<file path="config.mk">
export PLATFORM = sky130hd
export DESIGN_NAME = centroid_calc
export DESIGN_NICKNAME = d
export VERILOG_FILES = /design/src/rtl/centroid_pkg.sv /design/src/rtl/seq_divider.sv /design/src/rtl/centroid_calc.sv
export SDC_FILE = /design/constraint.sdc
export NUM_CORES = 1
export LEC_CHECK = 0
export ABC_AREA = 1
export CORE_MARGIN = 2
export CORE_UTILIZATION = 40
export DETAILED_ROUTE_END_ITERATION = 12
export GPL_TIMING_DRIVEN = 0
export PLACE_DENSITY = 0.52
export SETUP_SLACK_MARGIN = 0.05
export SYNTH_ARGS = -nofsm -noshare
export SYNTH_HDL_FRONTEND = slang
export SYNTH_HIERARCHICAL = 1
export SYNTH_SLANG_ARGS = --single-unit
</file>
<file path="constraint.sdc">
create_clock -name clk -period 4.07 [get_ports clk]
set_input_delay 0.407 -clock clk [delete_from_list [all_inputs] [get_ports clk]]
set_output_delay 0.407 -clock clk [all_outputs]
set_load 0.02 [all_outputs]
</file>
<file path="src/rtl/centroid_pkg.sv">
// centroid_pkg: shared widths and control-state encoding for the centroid calculator
package centroid_pkg;
    localparam int X_W = 11;
    localparam int Y_W = 11;
    localparam int M00_W = 20;
    localparam int M_W = 32;
    typedef enum logic [1:0] {IDLE, DIV, DONE} state_t;
endpackage

</file>
<file path="src/rtl/seq_divider.sv">
// seq_divider: unsigned restoring divider, one quotient bit per cycle, DW cycles per divide
module seq_divider #(
    parameter int DW = 32,
    parameter int VW = 20,
    parameter int QW = 11
) (
    input  logic          clk,
    input  logic          rst_n,
    input  logic          start,
    input  logic [DW-1:0] dividend,
    input  logic [VW-1:0] divisor,
    output logic          busy,
    output logic          done,
    output logic [QW-1:0] quotient
);
    localparam int CW = $clog2(DW);
    logic [DW-1:0] q, q_src, q_next;
    logic [VW-1:0] rem, rem_src, rem_next;
    logic [VW:0] sh, diff;
    logic [CW-1:0] cnt;
    logic ge;
    // operands are read straight from the ports on the first iteration, so they must hold while busy
    always_comb begin
        q_src = (cnt == '0) ? dividend : q;
        rem_src = (cnt == '0) ? '0 : rem;
        sh = {rem_src, q_src[DW-1]};
        diff = sh - {1'b0, divisor};
        ge = !diff[VW];
        rem_next = ge ? diff[VW-1:0] : sh[VW-1:0];
        q_next = {q_src[DW-2:0], ge};
    end
    assign quotient = q[QW-1:0];
    always_ff @(posedge clk) begin
        if (!rst_n) begin
            busy <= 1'b0;
            done <= 1'b0;
            cnt <= '0;
            q <= '0;
            rem <= '0;
        end else begin
            done <= 1'b0;
            if (busy) begin
                q <= q_next;
                rem <= rem_next;
                cnt <= cnt + CW'(1);
                if (cnt == CW'(DW - 1)) begin
                    busy <= 1'b0;
                    done <= 1'b1;
                end
            end else if (start) begin
                busy <= 1'b1;
                cnt <= '0;
            end
        end
    end
endmodule

</file>
<file path="src/rtl/centroid_calc.sv">
// centroid_calc: per-frame mask moments divided into a centroid, with 1-cycle video passthrough
module centroid_calc
    import centroid_pkg::*;
#(
    parameter int IMG_W = 1280,
    parameter int IMG_H = 720
) (
    input  logic           clk,
    input  logic           rst_n,
    input  logic           de,
    input  logic           hsync,
    input  logic           vsync,
    input  logic [23:0]    pixel_in,
    output logic           de_out,
    output logic           hsync_out,
    output logic           vsync_out,
    output logic [23:0]    pixel_out,
    output logic [X_W-1:0] x_center,
    output logic [Y_W-1:0] y_center,
    output logic           centroid_valid
);
    if (IMG_W > (1 << X_W) || IMG_H > (1 << Y_W)) begin : g_size_check
        $error("image size exceeds position counter width");
    end
    logic [X_W-1:0] x_cnt, x_q;
    logic [Y_W-1:0] y_cnt, y_q;
    logic [M00_W-1:0] m00, s00;
    logic [M_W-1:0] m10, m01, s10, s01;
    state_t state;
    logic frame_end, line_end, obj, idle, start, fin;
    logic x_busy, y_busy, x_done, y_done;
    assign frame_end = vsync && !vsync_out;
    assign line_end = !de && de_out;
    assign obj = de && pixel_in != '0;
    assign idle = state == IDLE && !x_busy && !y_busy;
    assign start = frame_end && idle && m00 != '0;
    assign fin = state == DIV && x_done && y_done;
    always_ff @(posedge clk) begin
        if (!rst_n) begin
            de_out <= 1'b0;
            hsync_out <= 1'b0;
            vsync_out <= 1'b0;
            pixel_out <= '0;
            x_cnt <= '0;
            y_cnt <= '0;
            m00 <= '0;
            m10 <= '0;
            m01 <= '0;
            s00 <= '0;
            s10 <= '0;
            s01 <= '0;
            state <= IDLE;
            x_center <= '0;
            y_center <= '0;
            centroid_valid <= 1'b0;
        end else begin
            de_out <= de;
            hsync_out <= hsync;
            vsync_out <= vsync;
            pixel_out <= pixel_in;
            x_cnt <= (frame_end || line_end) ? '0 : de ? x_cnt + X_W'(1) : x_cnt;
            y_cnt <= frame_end ? '0 : line_end ? y_cnt + Y_W'(1) : y_cnt;
            if (frame_end) begin
                m00 <= '0;
                m10 <= '0;
                m01 <= '0;
            end else if (obj) begin
                m00 <= m00 + M00_W'(1);
                m10 <= m10 + M_W'(x_cnt);
                m01 <= m01 + M_W'(y_cnt);
            end
            // snapshots feed the running dividers, so a frame end during a divide must not disturb them
            if (frame_end && idle) begin
                s00 <= m00;
                s10 <= m10;
                s01 <= m01;
            end
            state <= state == IDLE ? (start ? DIV : IDLE) : state == DIV ? (fin ? DONE : DIV) : IDLE;
            centroid_valid <= fin;
            if (fin) begin
                x_center <= x_q;
                y_center <= y_q;
            end
        end
    end
    seq_divider #(.DW(M_W), .VW(M00_W), .QW(X_W)) u_div_x (
        .clk(clk), .rst_n(rst_n), .start(start), .dividend(s10), .divisor(s00),
        .busy(x_busy), .done(x_done), .quotient(x_q)
    );
    seq_divider #(.DW(M_W), .VW(M00_W), .QW(Y_W)) u_div_y (
        .clk(clk), .rst_n(rst_n), .start(start), .dividend(s01), .divisor(s00),
        .busy(y_busy), .done(y_done), .quotient(y_q)
    );
endmodule
</file>
==> impl_summary.txt <==
----------------------------------------------------
[Placement]
  Cell area after placement ... 0.02129 mm^2
  Count of port buffers added during placement ... 78
  Post-Place Cells ... 3639
  Placer's final routability congestion estimate ... 0.9501
  DP HPWL ... 48730 um

[Floorplanning]
  Width of the die ... 225.8 um
  Ports ... 79
  Vertical die dimension ... 225.8 um
  Number of cell rows ... 81
  Die area ... 0.05099 mm^2
  Standard cell core area ... 0.04875 mm^2
  Initial Utilization ... 40.37%

[Route]
  Drt pass-1 iters ... 8
  Average via count per standard cell ... 5.049
  Total wire length ... 61830 um
  DRC Markers ... 0
  Total number of vias ... 18746
  Number of design-rule violations left by the first detailed-router iteration ... 1092
  Detail-routed net length per standard cell ... 16.65 um
  Detail Route Antenna Nets ... 0

[Synth]
  Sequential element share of the synthesized area ... 36.62%
  Yosys warning total ... 6
  Flops & latches, synth ... 360
  Number of flops mapped to enable cells by yosys ... 0
  Number of instances in the synthesized netlist ... 2897
  Proportion of netlist area held by the largest area contributor ... 36.62%
  Cell accounting for the most synthesized area ... dfxtp_1
  Cell area after synthesis ... 0.01968 mm^2
  Leading post-synthesis cells by cell area ... dfxtp_1 37%, nand2_1 13%, nor2_1 6.9%
  Ys flop type ... dfxtp_1
  Synthesized Nets ... 3004
  Number of unique standard cell types used by synthesis ... 57
  FFs w/ async S/R, synth ... 0%
  Mean instance size in the synthesized netlist ... 6.793 um^2

[Critical path]
  Crit start category ... flop
  Critical path capture point type ... flop
  Origin of the critical flop-to-flop path ... u_div_x/cnt[0]$_SDFFE_PN0P_
  Type of the setup path with the least slack ... reg -> reg
  Critical path fanouts, max ... 10
  Required time of the worst setup path ... 4.54 ns
  Data arrival at the endpoint of the critical path ... 4.15 ns
  Cell count of the worst reg-to-reg path ... 20
  Launching element of the worst setup path ... u_div_x/cnt[0]$_SDFFE_PN0P_

[Global route]
  Initial antenna violation count ... 0
  Vias in the first global route ... 17942
  Sum of overflow across all layers after global routing ... 0
  First-pass GRT wire length ... 97560 um
  Largest net degree at the start of global routing ... 13
  Overall Global Routing Usage ... 24.49%

[Job]
  Max-cap violations ... 0

[Timing]
  Setup repair after global routing missed its margin ... no
  Final Hold Violating Endpoints ... 0
  Final worst path period share ... 90.40%
  Aggregate negative setup slack ... 0 ns
  Slew at the pin closest to its max-slew limit ... 0.9782 ns
  Final min period ... 3.679 ns
  Peak Freq ... 0.2718 GHz
  Worst hold margin ... 0.3750 ns
  Max-slew violations ... 0
  Worst slew margin relative to its limit ... 34.79%
  Setup violations, final ... 0
  Worst clock skew ... 0.02699 ns

[Pwr]
  Proportion of total power due to net switching ... 29.13%
  Share of power burned in combinational logic ... 16.6%
  Standby leakage power ... 9.611 nW
  Reported net switching power ... 2.725 mW
  Power share of the sequential group ... 41.1%
  Internal cell power ... 6.628 mW
  Pwr per Cell Area ... 411.3 mW/mm^2
  Clock network fraction of total power ... 42.3%
  Maximum vdd drop ... 0.0002535 V

[Clock tree]
  Clock edge transition at the registers on the reported setup and hold paths ... 0.06 ns
  Root buffer selected by CTS ... clkbuf_16
  Worst-skew pair later-pin latency ... 0.59 ns
  CTS sink cnt ... 360
  Clock tree from TritonCTS ... done
  Max clock buf depth ... 3
  H-tree level count ... 2
  CTS buffer count ... 42
  Hold-fix buffers at CTS ... 0

[Layout]
  Cell Count, Final, Fillers Out ... 3713
  Fillers ... 5077
  Number of antenna repair diodes ... 0
  Layout Nets ... 3126
  Area growth, synth to finish ... 15.54%
  Share of the core filled with cells in the final layout ... 46.64%
  Layout cells sized above 1 ... 7.839%
  Post-route cell area ... 0.02274 mm^2

[Worst hold path]
  Hold Path Origin ... hsync
  Worst hold stages ... 3
  Hold WC Path Type ... in -> reg

[Status]
  Run status ... completed

----------------------------------------------------
[cell usage in the layout, fill, tap and decap left out, drive strengths merged, types with 11 or more instances in the layout]
master | Yosys | final
xor2 | 24 | 24
nor3 | 42 | 42
clkdlybuf4s50 | 0 | 78
clkbuf | 81 | 139
a21oi | 210 | 210
nor2 | 377 | 377
nand3b | 15 | 15
nand3 | 166 | 166
buf | 57 | 57
dfxtp | 360 | 360
xnor2 | 21 | 21
a31oi | 62 | 62
inv | 365 | 367
nand4 | 34 | 34
ha | 74 | 74
nand2 | 718 | 718
o21ai | 225 | 225
or2 | 11 | 11
[final timing paths]
check                                       to  slack (ns)
setup / recovery  u_div_x/rem[15]$_SDFFE_PN0P_        0.39
setup reg to reg  u_div_x/rem[15]$_SDFFE_PN0P_        0.39
hold reg to reg    u_div_x/rem[6]$_SDFFE_PN0P_        0.47
hold / removal            hsync_out$_SDFF_PN0_        0.37
[cells by family (layout without fill, tap and decap cells)]
family	Yosys count	count (layout)	share of synthesized area [%]
AND/OR/NAND/NOR	1383	1383	31.10
AO/OA/AOI/OAI	524	524	14.39
buffers and inverters	505	657	10.66
flip-flops	360	360	36.62
adder cells (fa/ha/maj)	78	78	5.112
XOR/XNOR	45	45	2.003
multiplexers	2	2	0.1017
[layout make-up]
cell class	count	area (um^2)	share of cell area, %
Sequential cell	360	7207	31.70
Clock buffer	58	1211	5.327
Timing Repair Buffer	78	780.7	3.434
Multi-Input combinational cell	2032	10370	45.63
Buffer	138	724.4	3.186
Clock inverter	16	231.5	1.018
Tap cell	664	830.8	3.654
Inverter	367	1378	6.059
[stage by stage]
step / setup WS (ns) / total power [mW]
floorplan: 0.9823 / 4.967
global placement: 0.3031 / 5.449
detailed placement: 0.2621 / 5.464
CTS: 0.2403 / 9.473
global route: 0.1247 / 9.809
finish: 0.3906 / 9.353
[sequential cells by signal, indices dropped and copies added (netlist names), 2 cells and up]
register and flops:
u_div_y/cnt 5, pixel_out 24, u_div_x/rem 20, s01 32
x_center 11, m01 32, m10 32, u_div_y/q 32
y_cnt 11, u_div_y/rem 20, s00 20, x_cnt 11
y_center 11, m00 20, u_div_x/cnt 5, s10 32
u_div_x/q 32, state 2
[cells in the mapped netlist, types with 21 or more instances]
master / n
o21ai_0: 225
nor3_1: 39
clkbuf_1: 81
buf_4: 27
nand4_1: 30
a31oi_1: 62
ha_1: 74
xor2_1: 24
xnor2_1: 21
nor2_1: 361
nand2_2: 31
nand3_1: 145
a21oi_1: 199
nand2_1: 676
dfxtp_1: 360
inv_1: 358
[power by group through the flow]
stage	logic [mW]	registers (mW)	clock network [mW]
6_report	1.55	3.84	3.95
5_1_grt	1.74	3.86	4.21
4_1_cts	1.55	3.84	4.08
3_5_place_dp	1.55	3.92	0
3_3_place_gp	1.54	3.91	0
2_1_floorplan	1.10	3.87	0
[worst max-delay path: stages (launching register included)]
cell and delay (ns):
dfxtp_1 0.35, inv_1 0.08, ha_1 0.20, inv_1 0.05
nor2_1 0.03, nand2_1 0.11, clkinv_1 0.30, clkbuf_2 0.33
nor2_1 0.37, ha_1 0.31, nand2_2 0.15, nor2_4 0.20
nand2_2 0.10, nor2_4 0.13, nand2_4 0.08, nand4_2 0.20
nand2_4 0.13, o21ai_0 0.20, nand3_1 0.14, nand2_1 0.08
inv_1 0.03
[metal layers]
layer,track usage (%),part of all wire [%],vias up
met1,32.35,47,8671
met2,41.29,46,419
met5,0,0,-
met3,2.875,4.0,89
met4,8.417,3.0,0
li1,-,-,9567
[repair_timing]
item | CTS | global route
resized for setup | 0 | 6
endpoints found under the setup margin | 0 | 14
setup buffers | 0 | 0
(Power assumes the default switching activity.)
